--- config.mk ---
export PLATFORM = sky130hd
export DESIGN_NAME = branch_resolve_unit
export DESIGN_NICKNAME = d
export VERILOG_FILES = /design/src/rtl/branch_resolve_unit.sv
export SDC_FILE = /design/constraint.sdc
export NUM_CORES = 1
export LEC_CHECK = 0
export ABC_AREA = 0
export CORE_MARGIN = 2
export CORE_UTILIZATION = 50
export DETAILED_ROUTE_END_ITERATION = 10
export PLACE_DENSITY = 0.95
export SLEW_MARGIN = 20
export SYNTH_ARGS = -nofsm -noshare
export SYNTH_HDL_FRONTEND = slang
export SYNTH_SLANG_ARGS = --single-unit
--- constraint.sdc ---
create_clock -name clk -period 4.72 [get_ports clk]
set_clock_uncertainty 0.2 [all_clocks]
set_input_delay 0.708 -clock clk [delete_from_list [all_inputs] [get_ports clk]]
set_output_delay 0.708 -clock clk [all_outputs]
set_load 0.05 [all_outputs]
--- src/rtl/branch_resolve_unit.sv ---
// EX-stage branch/jump resolution: taken decision, target, redirect, flush.
// Ports: clk/reset, EX inputs (valid, stall, opcode, funct3, ALU result, pc,
//   imm, rs1) -> redirect_o/pc_target_o, flush_o, misalign_o, busy_o.
// Optional BRANCH_PERF_CNT_EN adds br_count_o and mispredict_count_o.
module branch_resolve_unit #(
  parameter int XLEN         = 32,
  parameter int FLUSH_CYCLES = 2,
  parameter int CNT_W        = 16
) (
  input  logic            clk,
  input  logic            reset,
  input  logic            ex_valid_i,
  input  logic            stall_i,
  input  logic [6:0]      Opcode,
  input  logic [2:0]      Funct3,
  input  logic [XLEN-1:0] ALUResult,
  input  logic [XLEN-1:0] pc_ex_i,
  input  logic [XLEN-1:0] imm_i,
  input  logic [XLEN-1:0] rs1_i,
`ifdef BRANCH_PERF_CNT_EN
  output logic [CNT_W-1:0] br_count_o,
  output logic [CNT_W-1:0] mispredict_count_o,
`endif
  output logic            redirect_o,
  output logic [XLEN-1:0] pc_target_o,
  output logic            flush_o,
  output logic            misalign_o,
  output logic            busy_o
);

  localparam logic [6:0] OP_BR   = 7'b1100011;
  localparam logic [6:0] OP_JAL  = 7'b1101111;
  localparam logic [6:0] OP_JALR = 7'b1100111;

  localparam logic [2:0] CNT_INIT = 3'(FLUSH_CYCLES - 1);

  typedef enum logic {
    IDLE,
    FLUSH
  } state_t;

  state_t          state;
  state_t          state_nxt;
  logic [2:0]      cnt;
  logic [2:0]      cnt_nxt;
  logic            pend;
  logic            pend_nxt;
  logic            misal_q;
  logic [XLEN-1:0] tgt_q;

  logic            is_br;
  logic            is_jal;
  logic            is_jalr;
  logic            br_taken;
  logic            taken;
  logic [XLEN-1:0] target;
  logic            aligned;
  logic            fire;
  logic            fire_ok;
  logic            fire_bad;

  assign is_br   = (Opcode == OP_BR);
  assign is_jal  = (Opcode == OP_JAL);
  assign is_jalr = (Opcode == OP_JALR);

  // Condition codes are pre-evaluated by the ALU under the branch op.
  always_comb begin
    br_taken = 1'b0;
    unique case (Funct3)
      3'b000:  br_taken = (ALUResult == '0);
      3'b001:  br_taken = (ALUResult != '0);
      3'b100,
      3'b101,
      3'b110,
      3'b111:  br_taken = ALUResult[0];
      default: br_taken = 1'b0;
    endcase
  end

  always_comb begin
    taken  = 1'b0;
    target = pc_ex_i + imm_i;
    unique case (1'b1)
      is_br: begin
        taken  = br_taken;
        target = pc_ex_i + imm_i;
      end
      is_jal: begin
        taken  = 1'b1;
        target = pc_ex_i + imm_i;
      end
      is_jalr: begin
        taken  = 1'b1;
        target = (rs1_i + imm_i) & ~XLEN'(1);
      end
      default: begin
        taken  = 1'b0;
        target = pc_ex_i + imm_i;
      end
    endcase
  end

  assign aligned  = (target[1:0] == 2'b00);
  // Anything seen outside IDLE is wrong-path and must be ignored.
  assign fire     = ex_valid_i & ~stall_i & taken & (state == IDLE);
  assign fire_ok  = fire & aligned;
  assign fire_bad = fire & ~aligned;

  always_ff @(posedge clk) begin
    if (reset) begin
      state   <= IDLE;
      cnt     <= '0;
      pend    <= 1'b0;
      misal_q <= 1'b0;
      tgt_q   <= '0;
    end else begin
      state   <= state_nxt;
      cnt     <= cnt_nxt;
      pend    <= pend_nxt;
      misal_q <= fire_bad;
      if (fire_ok)
        tgt_q <= target;
    end
  end

  always_comb begin
    state_nxt = state;
    cnt_nxt   = cnt;
    if (!stall_i) begin
      unique case (state)
        IDLE: begin
          if (fire_ok) begin
            state_nxt = FLUSH;
            cnt_nxt   = CNT_INIT;
          end
        end
        FLUSH: begin
          if (cnt == 3'd0)
            state_nxt = IDLE;
          else
            cnt_nxt = cnt - 3'd1;
        end
        default: begin
          state_nxt = IDLE;
          cnt_nxt   = '0;
        end
      endcase
    end
  end

  // The redirect is held pending across a stall and issued exactly once.
  always_comb begin
    pend_nxt = pend;
    if (fire_ok)
      pend_nxt = 1'b1;
    else if (!stall_i)
      pend_nxt = 1'b0;
  end

  always_comb begin
    redirect_o  = pend & ~stall_i;
    flush_o     = (state == FLUSH);
    busy_o      = (state != IDLE) | pend;
    misalign_o  = misal_q;
    pc_target_o = tgt_q;
  end

`ifdef BRANCH_PERF_CNT_EN
  logic            br_acc;
  logic [CNT_W-1:0] br_cnt;
  logic [CNT_W-1:0] mp_cnt;

  assign br_acc = ex_valid_i & ~stall_i & is_br & (state == IDLE);

  always_ff @(posedge clk) begin
    if (reset) begin
      br_cnt <= '0;
      mp_cnt <= '0;
    end else begin
      if (br_acc && !(&br_cnt))
        br_cnt <= br_cnt + 1'b1;
      if (redirect_o && !(&mp_cnt))
        mp_cnt <= mp_cnt + 1'b1;
    end
  end

  assign br_count_o         = br_cnt;
  assign mispredict_count_o = mp_cnt;
`else
  logic [CNT_W-1:0] unused_cnt_w;
  assign unused_cnt_w = '0;
`endif

endmodule

Word level (Yosys, flattened, before mapping)
Cells that the tools add are included.
- flip-flop bits (word level): 38
- logic and storage cells: 48
- add/subtract/negate cells: 3
- equal/unequal tests: 11
- muxes and demuxes: 11
- bitwise logic cells: 10
- reductions and logical operators: 8
- operators with widths (kind ; count):
    adder 32 bit ; 2
    logical NOT 32 bit ; 1
    two-way mux 32 bit ; 1
    nonzero test 32 bit ; 1
    == test 7 bit, second input constant ; 3
    == test 3 bit, second input constant ; 4
    bitwise AND 1 bit ; 6
    logical NOT 3 bit ; 2
    two-way mux 3 bit ; 2
    one-hot mux 3 bit (2 select lines) ; 1
    two-way mux 1 bit ; 4
    inequality test 2 bit, second input constant ; 2
    one-hot mux 1 bit (2 select lines) ; 2
    OR reduction 4 bit ; 1
    == test 3 x 1 -> 1 bit, second input constant ; 1
    inverter 1 bit ; 3
    one-hot mux 1 bit (3 select lines) ; 1
    AND reduction 3 bit ; 1
    subtractor 3 x 1 -> 3 bit, second input constant ; 1
    logical NOT 2 bit ; 1
    inequality test 2 x 1 -> 1 bit, second input constant ; 1
    OR reduction 2 bit ; 1
    bitwise OR 1 bit ; 1

Depth between registers and ports, before layout
- depth in word-level cells: 9
- gate-level depth with buffers: 13

Worst setup path before layout
OpenSTA, ideal clock, no wires.
- kind: input to register
- start point: in pc_ex_i[3]
- end point: reg tgt_q[31], in the netlist pc_target_o[31]
- setup time: 0.101 ns
- data arrival time: 2.945 ns
- data required time: 4.419 ns
- slack: 1.474 ns
- cell stages on the path: 11
- cells stage by stage: ha_1 a21oi_1 o22ai_1 a2111oi_0 o21bai_1 a31oi_1 o221ai_1 a21oi_1 xnor2_1 nor2_1 o41ai_1
- cells in the longest elaborated chain, start to end: 2
- ends and longest elaborated chain (item ; RTL line ; text):
    start: declaration ; 17 ; input logic [XLEN-1:0] pc_ex_i,
    adder 32 bit ; 86, 90, 98 ;
    two-way mux 32 bit ; n/a ;
    end signal: assignment ; 122 ; tgt_q <= target;
    end: declaration ; 49 ; logic [XLEN-1:0] tgt_q;
No other way between the ends.
A chain may end at the register's enable or synchronous reset.

Worst setup path after layout
- start point: in imm_i[1]
- end point: reg tgt_q[31], in the netlist pc_target_o[31]
- cells in the longest elaborated chain, start to end: 4
- elaborated cells on any way between the ends: 5
- ends and longest elaborated chain (item ; RTL line ; text):
    start: declaration ; 18 ; input logic [XLEN-1:0] imm_i,
    adder 32 bit, on equally long branches ; n/a ;
    two-way mux 32 bit * ; n/a ;
    logical NOT 2 bit ; 103 ; assign aligned = (target[1:0] == 2'b00);
    bitwise AND 1 bit ; 106 ; assign fire_ok = fire & aligned;
Every way passes the cells marked *; elsewhere a longest branch is shown, timed or not.

==> metrics.txt <==
status=finished clean; setup violators final=0; CTS max path bufs=2; Core ar.=9684 µm²; # Post-CTS Setup Buffers=0; drt wl/cell=18.04 µm; CTS tree=built; Yosys top cell by area=ha_1; asr flop ratio synth=0%; P_leak=2.658 nW; Crit path required time=4.72 ns; die area=10660 µm²; Clock Power Share=17.9%; VDD IR-drop max=0.1062 mV; most frequent cell after synthesis=nor2_1; row cnt=36; HP Start=pc_target_o[2]$_SDFFE_PP0P_; gp weighted congestion=0.9729; starting DRC count in detailed routing=542; Clock Latency Late Sink=0.29 ns; min cycle time layout=4.073 ns; Avg Cell Area, Syn=7.372 µm²; fin crit share=between 80 and 90%; Min-Delay Path Depth=2; routed wire length=17350 µm; Post-Syn Area=4925 µm²; FF-to-FF End=pc_target_o[25]$_SDFFE_PP0P_; top cells by count, synth=72 x nor2_1, 65 x a21oi_1, 63 x ha_1, 47 x nand2_1, 45 x o21ai_0; crit end category=flip-flop; Synthesized Nets=875; Worst-path clk slew=around 0.08 ns; max-cap check violation count=0; Final #Nets=1036; CP Max Fanout=4; Reg2Reg Depth=7; RSZ-0062 raised after global routing=no; buffers added on ports=177; H-tree depth=2; internal power=0.0007305 W; vias in the first global route=approximately 5700; Remaining DRCs=0; vias=about 6000; io pins=178; Combinational Power Share=54.8%; first-pass GRT wire length=27130 µm; All-Layer GR Usage=roughly 32%; fin area=roughly 7000 µm²; Max Transition Viols Final=0; sequential power share=27.3%; DP HPWL=14340 µm; sequential fraction of the synthesis area=15.45%; FF+latch count, synth=38; share of the synthesized area in the top cell type=16.01%; Synth warnings=0; critical path arrival=between 4 and 5 ns; Clock Sinks=38; CTS buffer count=5; WS Path Type=input port to flip-flop; die height=between 100 and 150 µm; Worst slew margin=about half; top cells by area, synth=ha_1 16%, dfxtp_1 15%, a21oi_1 6.6%, xnor2_1 5.5%, nor2_1 5.5%; placed cell areas=6778 µm²; fillcell total=837; hold buffers post-CTS=0; HP Class=flip-flop to flip-flop; Sw Ratio=a little under two fifths; Via density=6.227; Setup TNS=0 ns; hold endpoint=pc_target_o[2]$_SDFFE_PP0P_; layout cell share with drive strength beyond 1=approximately 3.0%; power density cells=171.8 nW/µm²; R2R setup slack=2.10 ns; aggregate global routing overflow=0; largest net degree at the start of global routing=34; Post-synth EDFFs=0; Synth Flop Type=dfxtp_1; ANT nets after route=0; Pre-Repair DR Iteration Count=5; f_max=245.5 MHz; CTS resizes=0; reg2reg start=flush_o$_SDFFE_PP0N_; Initial Util=50.85%; Hold Slack=approximately 0.26 ns; Synth cell types=66; ANT cells=0; Net Switching=between 0.0004 and 0.0005 W; initial antenna violation count=0; Cells after Synth=668; Layout area overhead=39.23%; Root Driver=clkbuf_8; final hold vios=0; Startpoint Class=input port; Worst-Margin Slew=between 0.7 and 0.8 ns; die width=103.2 µm
through the flow:
stage          worst slack (ns)  power [W]  util, %  std cells
2_1_floorplan             1.474  0.0007207        -        668
3_3_place_gp             0.6148  0.0009401    69.99        955
3_5_place_dp             0.3870  0.0009560    69.99        955
4_1_cts                  0.6697   0.001163    70.80        962
5_1_grt                  0.2894   0.001249    70.80        962
6_report                 0.6469   0.001178    70.80        962
worst max path at each step:
| stage | start | end | depth (start not counted) |
|---|---|---|---|
| after floorplan | pc_ex_i[3] | pc_target_o[31]$_SDFFE_PP0P_ | 11 |
| after global placement | imm_i[1] | pc_target_o[31]$_SDFFE_PP0P_ | 12 |
| after detailed placement | imm_i[1] | pc_target_o[31]$_SDFFE_PP0P_ | 12 |
| after CTS | imm_i[1] | pc_target_o[31]$_SDFFE_PP0P_ | 12 |
| after global routing | imm_i[1] | pc_target_o[31]$_SDFFE_PP0P_ | 12 |
| final | imm_i[1] | pc_target_o[31]$_SDFFE_PP0P_ | 12 |
flip-flops by register name (all words and copies together) (netlist names):
register     cells
pc_target_o     32
flush_o          1
pend             1
misalign_o       1
cnt              3
per-layer routing:
metal | GRT usage [%] | part of all wire (%) | up-vias
met4 | 6.984 | 1.5 | 0
met2 | 56.39 | 47 | 311
met3 | 3.629 | 9.0 | 33
met5 | 0 | 0 | -
met1 | 42.15 | 42 | 2803
li1 | - | - | 2843
cells in the final DEF, fill, tap and decap left out, drive strengths merged, types with 5 or more instances in the layout:
master,count
clkdlybuf4s50,177
nor2,72
a21oi,66
ha,63
o21ai,48
nand2,47
dfxtp,38
xnor2,31
nor3,25
a211oi,23
a21o,19
xor2,16
inv,16
nor4,13
nand2b,12
o21a,11
o211ai,11
nand3,11
or3,9
nand4,9
nor2b,8
a311oi,8
a31oi,8
and3,6
o31ai,5
o221ai,5
and2,5
clkbuf,5
or2,5
power groups by stage:
stage / Combinational [W] / Sequential [W] / Clock [W]
floorplan: 0.000390 / 0.000330 / 0
global placement: 0.000611 / 0.000329 / 0
CTS: 0.000631 / 0.000321 / 0.000211
global route: 0.000699 / 0.000321 / 0.000229
finish: 0.000646 / 0.000321 / 0.000211
detailed placement: 0.000627 / 0.000329 / 0
critical path, cell delays in order:
cell,delay (ns)
clkdlybuf4s50_1,0.52
ha_1,0.25
a21oi_1,0.19
o22ai_1,0.17
a2111oi_0,0.60
o21bai_1,0.29
a31oi_1,0.42
o221ai_1,0.18
a21oi_1,0.23
xnor2_1,0.16
nor2_1,0.07
o41ai_1,0.28
cells by family (layout without fill, tap and decap cells):
| group | Yosys count | after routing | synth area share, % |
|---|---|---|---|
| AO/OA/AOI/OAI | 239 | 239 | 31.86 |
| flip-flops | 38 | 38 | 15.45 |
| AND/OR/NAND/NOR | 234 | 234 | 23.40 |
| buffers and inverters | 43 | 204 | 3.709 |
| multiplexers | 2 | 2 | 0.4065 |
| XOR/XNOR | 47 | 47 | 8.359 |
| adder cells (fa/ha/maj) | 65 | 65 | 16.82 |
area by class of cell:
| class | instances | area, µm² | share of cell area, % |
|---|---|---|---|
| clock buffers | 5 | 68.82 | 1.004 |
| clock inverters | 2 | 10.01 | 0.1460 |
| inverters | 16 | 60.06 | 0.8759 |
| multi-input cells | 587 | 3989 | 58.18 |
| flip-flops and latches | 38 | 760.7 | 11.09 |
| well taps | 133 | 166.4 | 2.427 |
| repair buffers | 181 | 1802 | 26.28 |
Power figures use the tool's default switching activity.
